===== config.mk =====
export PLATFORM = sky130hd
export DESIGN_NAME = ip_dot_sequencer
export DESIGN_NICKNAME = d
export VERILOG_FILES = /design/src/rtl/dlp_pkg.sv /design/src/rtl/ip_result_accumulator.sv /design/src/rtl/ip_dot_sequencer.sv
export SDC_FILE = /design/constraint.sdc
export NUM_CORES = 1
export LEC_CHECK = 0
export ABC_AREA = 1
export CORE_AREA = 5 5 151 153
export CTS_CLUSTER_SIZE = 10
export DETAILED_ROUTE_END_ITERATION = 12
export DIE_AREA = 0 0 156 158
export PLACE_DENSITY = 0.88
export SYNTH_ARGS = -nofsm -noshare
export SYNTH_HDL_FRONTEND = slang
export SYNTH_SLANG_ARGS = --single-unit

===== constraint.sdc =====
create_clock -name clk -period 6.2 [get_ports clk]
set_input_delay 1.24 -clock clk [delete_from_list [all_inputs] [get_ports clk]]
set_output_delay 1.24 -clock clk [all_outputs]
set_load 0.05 [all_outputs]

===== src/rtl/dlp_pkg.sv =====
// -----------------------------------------------------------------------------
// dlp_pkg
// Shared definitions for the dot-product datapath: lane geometry of the
// 4-lane, 16-bit inner-product unit, the lane data type, the operand
// sequencer FSM states and a helper to slice one lane out of an SRAM word.
// -----------------------------------------------------------------------------
package dlp_pkg;

  localparam int LANES  = 4;
  localparam int DATA_W = 16;
  localparam int RES_W  = 32;

  // One signed operand lane as seen by the inner-product unit.
  typedef logic signed [DATA_W-1:0] lane_t;

  // Sequencer job states.
  typedef enum logic [1:0] {
    IDLE  = 2'd0,
    RUN   = 2'd1,
    DRAIN = 2'd2,
    DONE  = 2'd3
  } state_t;

  // Lane idx of a packed SRAM word (lane i = bits [16i+15:16i]).
  function automatic lane_t lane_of(input logic [LANES*DATA_W-1:0] word,
                                    input int                      idx);
    return word[idx*DATA_W +: DATA_W];
  endfunction

endpackage


===== src/rtl/ip_result_accumulator.sv =====
// -----------------------------------------------------------------------------
// ip_result_accumulator
// Collects the inner-product unit's 32-bit partial results for one job.
// The first sampled result of a job is the unit's stale output (it reflects
// operands captured before this job) and is dropped; every later sample is
// sign-extended to ACC_W and added with wrap-around.
//
// Ports:
//   clk, reset  clock, synchronous active-high reset
//   i_clear     start of a job: zero the sum and re-arm the stale skip
//   i_sample    i_result holds a result to consume this cycle
//   i_result    signed 32-bit result of the inner-product unit
//   o_acc       running (and, at job end, final) signed sum
// -----------------------------------------------------------------------------
module ip_result_accumulator
  import dlp_pkg::*;
#(
  parameter int ACC_W = 48
) (
  input  logic                    clk,
  input  logic                    reset,
  input  logic                    i_clear,
  input  logic                    i_sample,
  input  logic signed [RES_W-1:0] i_result,
  output logic signed [ACC_W-1:0] o_acc
);

  logic signed [ACC_W-1:0] r_acc;
  logic                    r_skip;
  logic signed [ACC_W-1:0] w_ext;

  // Widening a signed value sign-extends it.
  function automatic logic signed [ACC_W-1:0] sext(input logic signed [RES_W-1:0] v);
    return ACC_W'(v);
  endfunction

  assign w_ext = sext(i_result);

  // Accumulator and stale-result skip flag.
  always_ff @(posedge clk) begin
    if (reset) begin
      r_acc  <= '0;
      r_skip <= 1'b1;
    end else if (i_clear) begin
      r_acc  <= '0;
      r_skip <= 1'b1;
    end else if (i_sample) begin
      if (r_skip) begin
        r_skip <= 1'b0;
      end else begin
        r_acc <= r_acc + w_ext;
      end
    end else begin
      r_acc  <= r_acc;
      r_skip <= r_skip;
    end
  end

  assign o_acc = r_acc;

endmodule


===== src/rtl/ip_dot_sequencer.sv =====
// -----------------------------------------------------------------------------
// ip_dot_sequencer
// Operand sequencer for the 4-lane inner-product unit. A job of G groups
// reads G words from each operand SRAM (same offset in lockstep), streams the
// returned words into the unit, appends one all-zero flush beat so the last
// group's product is pushed out, and accumulates the unit's results into a
// wide sum returned over a valid/ready handshake.
//
// Ports:
//   clk, reset                     clock, synchronous active-high reset
//   i_start, i_vec_len             job request and group count (IDLE only)
//   i_act_base, i_wgt_base         first word address of each operand
//   o_busy                         any state other than IDLE
//   o_*_rd_en, o_*_rd_addr         SRAM read port (data returns next cycle)
//   i_*_rd_data                    SRAM read data, 4 signed 16-bit lanes
//   o_ip_enable                    inner-product unit enable
//   o_ip_activations, o_ip_weights operands, zero whenever o_ip_enable=0
//   i_ip_result                    inner-product unit result register
//   o_out_valid, i_out_ready       result handshake
//   o_out_data                     accumulated dot product
// -----------------------------------------------------------------------------
module ip_dot_sequencer
  import dlp_pkg::*;
#(
  parameter int ADDR_W = 10,
  parameter int LEN_W  = 10,
  parameter int ACC_W  = 48
) (
  input  logic                      clk,
  input  logic                      reset,
  input  logic                      i_start,
  input  logic [LEN_W-1:0]          i_vec_len,
  input  logic [ADDR_W-1:0]         i_act_base,
  input  logic [ADDR_W-1:0]         i_wgt_base,
  output logic                      o_busy,
  output logic                      o_act_rd_en,
  output logic                      o_wgt_rd_en,
  output logic [ADDR_W-1:0]         o_act_rd_addr,
  output logic [ADDR_W-1:0]         o_wgt_rd_addr,
  input  logic [LANES*DATA_W-1:0]   i_act_rd_data,
  input  logic [LANES*DATA_W-1:0]   i_wgt_rd_data,
  output logic                      o_ip_enable,
  output lane_t                     o_ip_activations [0:LANES-1],
  output lane_t                     o_ip_weights     [0:LANES-1],
  input  logic signed [RES_W-1:0]   i_ip_result,
  output logic                      o_out_valid,
  input  logic                      i_out_ready,
  output logic signed [ACC_W-1:0]   o_out_data
);

  state_t              r_state;
  state_t              w_next;
  logic                w_accept;

  logic                r_rd_en;
  logic [ADDR_W-1:0]   r_act_addr;
  logic [ADDR_W-1:0]   r_wgt_addr;
  logic [LEN_W-1:0]    r_remaining;   // reads still to issue after the current one
  logic                r_data_vld;    // SRAM data is on the read ports this cycle
  logic                r_flush_vld;   // zero-operand flush beat this cycle
  logic                r_res_vld;     // i_ip_result reflects an enabled edge

  logic signed [ACC_W-1:0] w_acc;

  // FSM state register.
  always_ff @(posedge clk) begin
    if (reset) begin
      r_state <= IDLE;
    end else begin
      r_state <= w_next;
    end
  end

  // FSM next-state and job-accept decode.
  always_comb begin
    w_next   = r_state;
    w_accept = 1'b0;
    case (r_state)
      IDLE: begin
        if (i_start) begin
          w_accept = 1'b1;
          if (i_vec_len == '0) begin
            w_next = DONE;
          end else begin
            w_next = RUN;
          end
        end else begin
          w_next = IDLE;
        end
      end
      RUN: begin
        // r_remaining==0 means this cycle issues the last read.
        if (r_remaining == '0) begin
          w_next = DRAIN;
        end else begin
          w_next = RUN;
        end
      end
      DRAIN: begin
        // With no data or flush beat in flight, the last result lands in
        // the accumulator at the end of this cycle.
        if (!r_data_vld && !r_flush_vld) begin
          w_next = DONE;
        end else begin
          w_next = DRAIN;
        end
      end
      DONE: begin
        if (i_out_ready) begin
          w_next = IDLE;
        end else begin
          w_next = DONE;
        end
      end
      default: begin
        w_next = IDLE;
      end
    endcase
  end

  // Read issue: group counter, lockstep address generation, read strobe.
  always_ff @(posedge clk) begin
    if (reset) begin
      r_rd_en     <= 1'b0;
      r_act_addr  <= '0;
      r_wgt_addr  <= '0;
      r_remaining <= '0;
    end else if (w_accept && (i_vec_len != '0)) begin
      r_rd_en     <= 1'b1;
      r_act_addr  <= i_act_base;
      r_wgt_addr  <= i_wgt_base;
      r_remaining <= i_vec_len - LEN_W'(1);
    end else if ((r_state == RUN) && (r_remaining != '0)) begin
      r_rd_en     <= 1'b1;
      r_act_addr  <= r_act_addr + ADDR_W'(1);
      r_wgt_addr  <= r_wgt_addr + ADDR_W'(1);
      r_remaining <= r_remaining - LEN_W'(1);
    end else begin
      r_rd_en     <= 1'b0;
      r_act_addr  <= r_act_addr;
      r_wgt_addr  <= r_wgt_addr;
      r_remaining <= r_remaining;
    end
  end

  // Valid pipeline: data stage, flush beat, result-available stage.
  always_ff @(posedge clk) begin
    if (reset) begin
      r_data_vld  <= 1'b0;
      r_flush_vld <= 1'b0;
      r_res_vld   <= 1'b0;
    end else begin
      r_data_vld  <= r_rd_en;
      // Reads are contiguous, so a data beat with no read behind it is the last.
      r_flush_vld <= r_data_vld & ~r_rd_en;
      r_res_vld   <= r_data_vld | r_flush_vld;
    end
  end

  // Operand pass-through, forced to zero outside data beats.
  always_comb begin
    for (int i = 0; i < LANES; i++) begin
      if (r_data_vld) begin
        o_ip_activations[i] = lane_of(i_act_rd_data, i);
        o_ip_weights[i]     = lane_of(i_wgt_rd_data, i);
      end else begin
        o_ip_activations[i] = '0;
        o_ip_weights[i]     = '0;
      end
    end
  end

  ip_result_accumulator #(
    .ACC_W (ACC_W)
  ) u_acc (
    .clk      (clk),
    .reset    (reset),
    .i_clear  (w_accept),
    .i_sample (r_res_vld),
    .i_result (i_ip_result),
    .o_acc    (w_acc)
  );

  assign o_busy        = (r_state != IDLE);
  assign o_out_valid   = (r_state == DONE);
  assign o_act_rd_en   = r_rd_en;
  assign o_wgt_rd_en   = r_rd_en;
  assign o_act_rd_addr = r_act_addr;
  assign o_wgt_rd_addr = r_wgt_addr;
  assign o_ip_enable   = r_data_vld | r_flush_vld;
  // The accumulator is cleared at accept and frozen after DONE, so it
  // directly provides the held result in DONE and IDLE.
  assign o_out_data    = w_acc;

endmodule


==> results of run 1 <==
[area by class of cell]
cell class                 instances  area (um^2)
clock buffer                       9          225
fill                            1964         8400
timing repair buffer             397         3970
clock inverter                     7         83.8
inverter                         360         1350
tap                              280          350
multi-input combinational       1097         5340
sequential                        85         1710
[final timing paths]
path,slack [ps],cells past startpoint,startpoint,end
max,2070,4,r_data_vld,o_ip_weights[4]
min,440,1,r_res_vld,u_acc.r_skip
max reg2reg,3540,13,r_state[0],r_remaining[8]
min reg2reg,440,1,r_res_vld,u_acc.r_skip
[report_power, final]
part / leakage (nW) / internal (W) / switching, W
Sequential: 0.692 / 0.000627 / 0.000111
Clock: 0.152 / 0.000291 / 0.000286
Combinational: 6.39 / 0.000507 / 0.000973
[registers in the layout (all words and copies together), names as in the netlist, 2 cells and up]
register and cells:
o_act_rd_addr 10, o_wgt_rd_addr 10, r_state 2, u_acc.o_acc 48, r_remaining 10
[through the flow]
step	std cells	instance area (um^2)	hold WS, ps	util (%)	setup WS, ps
after detailed placement	2219	12700	430	59.3	2130
final	2235	13000	436	60.8	2070
after CTS	2235	13000	440	60.8	2050
after global routing	2235	13000	469	60.8	1880
after global placement	2219	12700	417	59.3	2120
after floorplan	1580	8560	412	-	3340
[synthesized netlist by cell type, drive strengths merged]
cell type / n
nand2: 503
inv: 360
nor2: 200
dfxtp: 85
o21ai: 82
nand3: 74
a21oi: 73
ha: 50
clkbuf: 30
xor2: 27
nor3: 17
nand4: 16
a31oi: 12
o21bai: 10
buf: 8
nand3b: 5
o22ai: 4
xnor2: 4
mux2i: 3
o211ai: 3
a21boi: 2
a21o: 2
o21a: 2
o31ai: 2
or2: 2
and2: 1
and3: 1
fa: 1
nor4: 1
[logic make-up (layout without fill, tap and decap cells)]
group                    count (synthesis)  in the layout
AND/OR/NAND/NOR                        820            820
buffers and inverters                  398            773
AO/OA/AOI/OAI                          192            192
flip-flops                              85             85
adder cells (fa/ha/maj)                 51             51
XOR/XNOR                                31             31
multiplexers                             3              3
[layer usage]
layer,share of wire [%],vias up,GRT usage [%]
met2,49,485,48.9
li1,-,5526,-
met1,38,4866,32.2
met4,5.3,4,14.2
met5,0.093,-,0
met3,7.9,98,6.10
[cells in the final DEF, fill, tap and decap left out, types with 3 or more instances in the layout]
cell,n
inv_1,354
nand3b_1,5
inv_8,3
nand2_2,6
nor2_1,194
o21bai_1,10
o211ai_1,3
a31oi_1,12
nand4_1,16
o22ai_1,4
clkbuf_16,9
a21oi_1,73
mux2i_1,3
inv_2,6
nor2_2,3
buf_4,3
o21ai_0,75
nand2_1,495
o21ai_1,4
nand3_1,73
clkdlybuf4s50_1,394
nor3_1,17
ha_1,50
dfxtp_1,84
xnor2_1,4
xor2_1,27
==> flow_summary.ini, run 1 <==
[placed_design]
io_buffers = 394
hpwl_um = 30800
routabilityCongestion = 0.967

[yosys]
yosysTopAreaCell = nand2_1
synthMuxAreaShare_pct = 0.351
synth_area_leaders = nand2_1 22%, dfxtp_1 20%, inv_1 16%
seq_area_frac_synth_pct = 19.9
yosysUniqueCellTypes = 42
synth_top_family_by_area = simple AND/OR/NAND/NOR gates
synth_adder_area_share_pct = 7.54
synth_compound_area_share_pct = 12.3
synthesis.nets = 1825
synth-seq-cells = 85
synth-xor-area-share_pct = 3.17
ys_warn_count = 0
synth_simple_gate_area_share_pct = 39.0
synth_top_cell_area_share_pct = 21.7
syn_avg_cell_area_um2 = 5.42
syn_inst = 1580
synth.cell_area_um2 = 8560

[drt]
wl_per_cell_um = 16.4
ant_nets = 0
viasPerCell = 4.91
wirelength_um = 36600
drtIter0Drc = 779
dr.pass1.iters = 5
drc = 0
vias = 10979

[setup_path]
worstPathRequired_ps = 4960
path_cells = buf_4, nand2_1, inv_1, clkdlybuf4s50_1
start_kind = flop
cp_top_family = buffers and inverters
critPathMaxStageDelay_ps = 960
worstPathArrival_ps = 2890
crit_fanout = 99
crit_buf_inv = 3
cp-end-kind = output pin
path_class = reg -> out
cpMaxStageDelayCell = dfxtp_4

[pwr]
p_per_area_nw_per_um2 = 215
irDropWorstVdd_mv = 0.266
power_w = 0.00280
leakagePower_nw = 7.23

[die]
die_y_um = 158
rows = 54
die_w_um = 156
dieArea_um2 = 24600
initial_core_util_pct = 40.0
core-area_um2 = 21400
design.portCount = 395

[timing]
maxSlewViolCount = 0
setup_tns_ps = 0
finalSetupViolCount = 0
period_share_pct = 66.7
fin_worst_skew_ps = 13.8
worst_pin_slew_ps = 1000
layout_min_cycle_time_ps = 4130
rsz0062_at_grt = no
max_freq_mhz = 242
slew-limit-headroom_pct = 33.0
hold_violations = 0

[clocking]
root_buffer = clkbuf_16
clock_sinks = 85
cts.htree.levels = 3
clk_latency_ps = 360
clockBufferDepth = 2
clk_pin_slew_ps = 70
post_cts_buffers = 0
ctsHoldBuffers = 0
ctsResizeCount = 0
cts_tree = yes
numCtsBuffers = 9

[final_layout]
fin_nets = 2195
antennaDiodeCount = 0
drive_above_1_share_pct = 2.35
syn2layout_area_growth_pct = 52.1

[worst_hold_path]
hp-class = reg -> reg

[job]
cap_violations = 0

[grt]
grt_max_degree = 100
grt_pass1_wl_um = 54700
grt_pass1_vias = 10381
grt_use_total_pct = 28.0
overflow = 0
antenna_found_initial = 2

[run_status]
status = completed
Note: power is estimated with default switching activity, not from simulation.
==> inputs of run 2 (changes only) <==
--- a/config.mk
+++ b/config.mk
@@ -6,10 +6,10 @@
 export NUM_CORES = 1
 export LEC_CHECK = 0
 export ABC_AREA = 1
-export CORE_AREA = 5 5 151 153
+export CORE_MARGIN = 5
+export CORE_UTILIZATION = 39
 export CTS_CLUSTER_SIZE = 10
 export DETAILED_ROUTE_END_ITERATION = 12
-export DIE_AREA = 0 0 156 158
 export PLACE_DENSITY = 0.88
 export SYNTH_ARGS = -nofsm -noshare
 export SYNTH_HDL_FRONTEND = slang
==> constraint.sdc (replaced) <==
create_clock -name clk -period 3.5 [get_ports clk]
set_input_delay 0.7 -clock clk [delete_from_list [all_inputs] [get_ports clk]]
set_output_delay 0.7 -clock clk [all_outputs]
set_load 0.05 [all_outputs]
==> flow_summary.ini, run 2 (synthesis results as in run 1) <==
[timing]
slew-limit-headroom_pct = 48.7
rsz0062_at_grt = no
fin_worst_skew_ps = 9.37
whs_ps = 452
hold_violations = 0
worst_pin_slew_ps = 767
period_share_pct = 87.6
setup_slack_ps = 435
setup_tns_ps = 0
maxSlewViolCount = 0
finalSetupViolCount = 0
max_freq_mhz = 326
layout_min_cycle_time_ps = 3060

[drt]
wirelength_um = 38300
viasPerCell = 4.95
drtIter0Drc = 763
ant_nets = 0
wl_per_cell_um = 16.9
vias = 11183
dr.pass1.iters = 6
drc = 0

[die]
die_y_um = 158
dieArea_um2 = 25000
die_w_um = 158
initial_core_util_pct = 39.5
design.portCount = 395
core-area_um2 = 21700
rows = 54

[placed_design]
place_ws_ps = 291
hpwl_um = 32200
postPlaceCellArea_um2 = 12900
io_buffers = 394
routabilityCongestion = 1.02

[setup_path]
r2r_slack_ps = 1170
worstPathArrival_ps = 2360
crit_fanout = 66
worstPathRequired_ps = 2800
cp-end-kind = output pin
start_kind = flop
path_class = reg -> out

[clocking]
ctsHoldBuffers = 0
clk_pin_slew_ps = 70
ctsResizeCount = 0
post_cts_buffers = 0
clockBufferDepth = 2
numCtsBuffers = 9
clk_latency_ps = 360
cts_tree = yes
cts.htree.levels = 3
root_buffer = clkbuf_16
clock_sinks = 85

[grt]
grt_pass1_wl_um = 56800
overflow = 0
grt_use_total_pct = 29.1
grt_max_degree = 67
antenna_found_initial = 1
grt_pass1_vias = 10646

[job]
cap_violations = 0

[run_status]
status = completed

[final_layout]
fin_area_um2 = 13200
fillers = 2006
layout_commonest_cell = nand2_1
fin_nets = 2220
layout_common_cells = 495 x nand2_1, 390 x clkdlybuf4s50_1, 354 x inv_1
syn2layout_area_growth_pct = 54.3
drive_above_1_share_pct = 3.79
largest_register_ffs = 48

[pwr]
leakagePower_nw = 7.37
p_per_area_nw_per_um2 = 377
irDropWorstVdd_mv = 0.557

[worst_hold_path]
hp-class = reg -> reg
run 2: changes by cell type in the layout (fill, tap and decap cells not counted), moves of 2 or more:
| cell | previous run | this run |
|---|---|---|
| clkinv_8 | 2 | 0 |
| clkdlybuf4s50_1 | 394 | 390 |
| buf_4 | 3 | 30 |
| buf_12 | 0 | 2 |
run 2: final cells by class:
type,count,area [um^2],area share [%]
Sequential cell,85,1710,12.9
Timing Repair Buffer,422,4170,31.6
Clock inverter,7,65.1,0.493
Inverter,360,1350,10.2
Tap cell,280,350,2.65
Antenna cell,1,2.50,0.0190
Clock buffer,9,225,1.71
Multi-Input combinational cell,1097,5340,40.4
run 2: path summary, 6_finish.rpt:
kind                        start               end  depth (start not counted)
setup / recovery       r_data_vld  o_ip_weights[57]                          4
hold / removal          r_res_vld      u_acc.r_skip                          1
setup reg to reg  u_acc.o_acc[12]   u_acc.o_acc[36]                         12
hold reg to reg         r_res_vld      u_acc.r_skip                          1
run 2: stage by stage:
| stage | std cells | power (W) | util [%] |
|---|---|---|---|
| after floorplan | 1580 | 0.00297 | - |
| after global placement | 2244 | 0.00393 | 59.5 |
| after detailed placement | 2244 | 0.00397 | 59.5 |
| after CTS | 2260 | 0.00497 | 60.9 |
| after global routing | 2260 | 0.00522 | 60.9 |
| final | 2261 | 0.00498 | 60.9 |
run 2: where the power goes:
part | leakage (nW) | switching (W) | internal [W]
combinational | 6.53 | 0.00179 | 0.000937
sequential | 0.692 | 0.000154 | 0.00111
clock | 0.148 | 0.000484 | 0.000505
run 2: critical path, stage by stage (launching register included):
cell             delay, ps
dfxtp_4                540
buf_12                 300
nand2_1                230
inv_1                  110
clkdlybuf4s50_1        800
run 2: metal layers:
layer	GRT usage (%)	vias up	share of wire (%)
li1	-	5588	-
met4	13.5	0	5.2
met3	6.34	88	8.7
met5	0	-	0
met2	48.5	541	47
met1	35.7	4966	39
==> RTL edit (config.mk and constraints of run 2) <==
Re-encode `state_t` (4 states) as one-hot, 4 bits wide.
--- a/src/rtl/dlp_pkg.sv
+++ b/src/rtl/dlp_pkg.sv
@@ -14,11 +14,11 @@
   typedef logic signed [DATA_W-1:0] lane_t;
 
   // Sequencer job states.
-  typedef enum logic [1:0] {
-    IDLE  = 2'd0,
-    RUN   = 2'd1,
-    DRAIN = 2'd2,
-    DONE  = 2'd3
+  typedef enum logic [3:0] {
+    IDLE  = 4'b0001,
+    RUN   = 4'b0010,
+    DRAIN = 4'b0100,
+    DONE  = 4'b1000
   } state_t;
 
   // Lane idx of a packed SRAM word (lane i = bits [16i+15:16i]).
Function: no difference found for any inputs over 4 cycles, from zero or initial values and one cycle with reset high; so few cycles prove little.
==> RTL edit against run 2 <==
- final area is 0.23% lower
- synthesized cell count up 1.6%
- routed wire length down 3.4%
- sequential cell count rose by 2
- critical endpoint is now o_out_valid
- worst setup slack better by 53 ps
- area after synthesis increased by 1.1%
- non-clock buffer count fell by 17
Power is not compared: it rests on default switching activity, and its combinational part moved more than twofold at a synthesized area within 25%.
==> RTL edit: results (changes against run 2) <==
status - completed
most used flip-flop cell after synthesis - dfxtp_1
dpl ws - 408 ps (+117 ps)
maximum root-to-sink buffer count - 2 (unchanged)
initial antenna violation count - 0 (-1)
first-pass GRT wire length - 57400 µm (+1.1%)
# Post-CTS Setup Buffers - 0 (unchanged)
flop2flop setup slack - 1030 ps (-140 ps)
Area after DPL - 12900 µm² (-0.25%)
max reg flops - 48 (unchanged)
worst setup path startpoint - r_state[0]$_SDFF_PP1_
register area share after synthesis - 20.1% (+0.24 points)
Final Wtd Congestion - 1.05 (+2.8%)
largest net degree at the start of global routing - 57 (-15%)
syn nets - 1851 (+1.4%)
antenna cells - 0 (-1)
# nets final - 2225 (+0.23%)
Synthesis Warnings - 0 (unchanged)
top post-synthesis cells by count - 495 x nand2_1, 360 x inv_1, 216 x nor2_1, 87 x dfxtp_1, 84 x nand3_1
H-tree depth - 3 (unchanged)
CP max stage delay - 940 ps (+140 ps)
vias in the first global route - 10712 (+0.62%)
CP max FO - 3 (-95%)
worst flop-to-flop path startpoint - r_remaining[4]$_SDFFE_PP0P_
met2 usage - 48.4% (-0.11 points)
met3 usage - 6.11% (-0.23 points)
FF-to-FF path depth - 10 (-2)
worst hold start - r_res_vld$_SDFF_PP0_
# resized after CTS - 0 (unchanged)
Worst slew margin - 50.7% (+2.0 points)
WHS Endpoint - u_acc.r_skip$_SDFFE_PP1P_
setup ws final - 489 ps (+53.4 ps)
share of cells above drive strength 1 - 2.62% (-1.2 points)
Setup Skew - 11.9 ps (+2.55 ps)
Area contributors post-synth - nand2_1 21%, dfxtp_1 20%, inv_1 16%
Distinct cells, synth - 46 (+9.5%)
Worst EP arrival - 2310 ps (-50 ps)
worst hold path stage count - 1 (unchanged)
total global-route track usage - 27.7% (-1.4 points)
DRT Wirelength - 37000 µm (-3.4%)
Pint - 2070 µW
Vias/cell - 4.96 (+0.36%)
total CTS buffers - 9 (unchanged)
GR Layer Usage met1 - 33.1% (-2.6 points)
asr flop ratio synth - 0% (unchanged)
RR Endpoint - r_remaining[3]$_SDFFE_PP0P_
leakage - 0.00728 µW
hpwl dp - 31000 µm (-3.5%)
fill count - 2038 (+1.6%)
Critical Path End - o_out_valid
drt pass-1 iters - 5 (-1)
DRT iter0 DRCs - 935 (+23%)
[RTL edit: changes by cell type after synthesis, sizes merged, moves of 10 or more]
cell and delta:
nor2 +19, nand3 +11, o21ai -11, a211oi +10, nor3 +10
[RTL edit: critical path, delay by kind of cell, from the launching register on]
family / cells / cell delay (ps)
buf+inv: 2 / 1000
simple gates: 2 / 590
flops: 1 / 340
[RTL edit: cells by family after synthesis]
group                    synth area share [%]
flip-flops                               20.1
XOR/XNOR                                 2.23
AO/OA/AOI/OAI                            12.3
adder cells (fa/ha/maj)                  7.46
buffers and inverters                    17.9
AND/OR/NAND/NOR                          39.9
[RTL edit: routing by layer]
layer	vias up	share of wire, %
met2	542	48
met1	4971	39
met4	0	4.5
met3	88	8.2
met5	-	0
li1	5637	-
[RTL edit: through the flow]
stage          hold slack [ps]  std cells  total power [µW]  util, %
2_1_floorplan              412       1606              1820        -
4_1_cts                    438       2264              3350     60.4
3_5_place_dp               435       2249              2350     59.0
6_report                   429       2264              3360     60.4
3_3_place_gp               421       2249              2330     59.0
5_1_grt                    495       2264              3500     60.4
[RTL edit: layout make-up]
type | count | area [µm²] | area share, %
Multi-Input combinational cell | 1114 | 5360 | 40.7
Timing Repair Buffer | 405 | 4060 | 30.8
Sequential cell | 87 | 1750 | 13.2
Inverter | 363 | 1360 | 10.3
Tap cell | 280 | 350 | 2.66
Clock buffer | 10 | 250 | 1.90
Clock inverter | 5 | 45.0 | 0.342
[RTL edit: power by group through the flow]
stage	clock, µW	combinational, µW	sequential (µW)
final	1010	1250	1100
after global routing	1060	1340	1100
after CTS	1020	1240	1090
after detailed placement	0	1240	1120
after global placement	0	1220	1110
after floorplan	0	626	1200
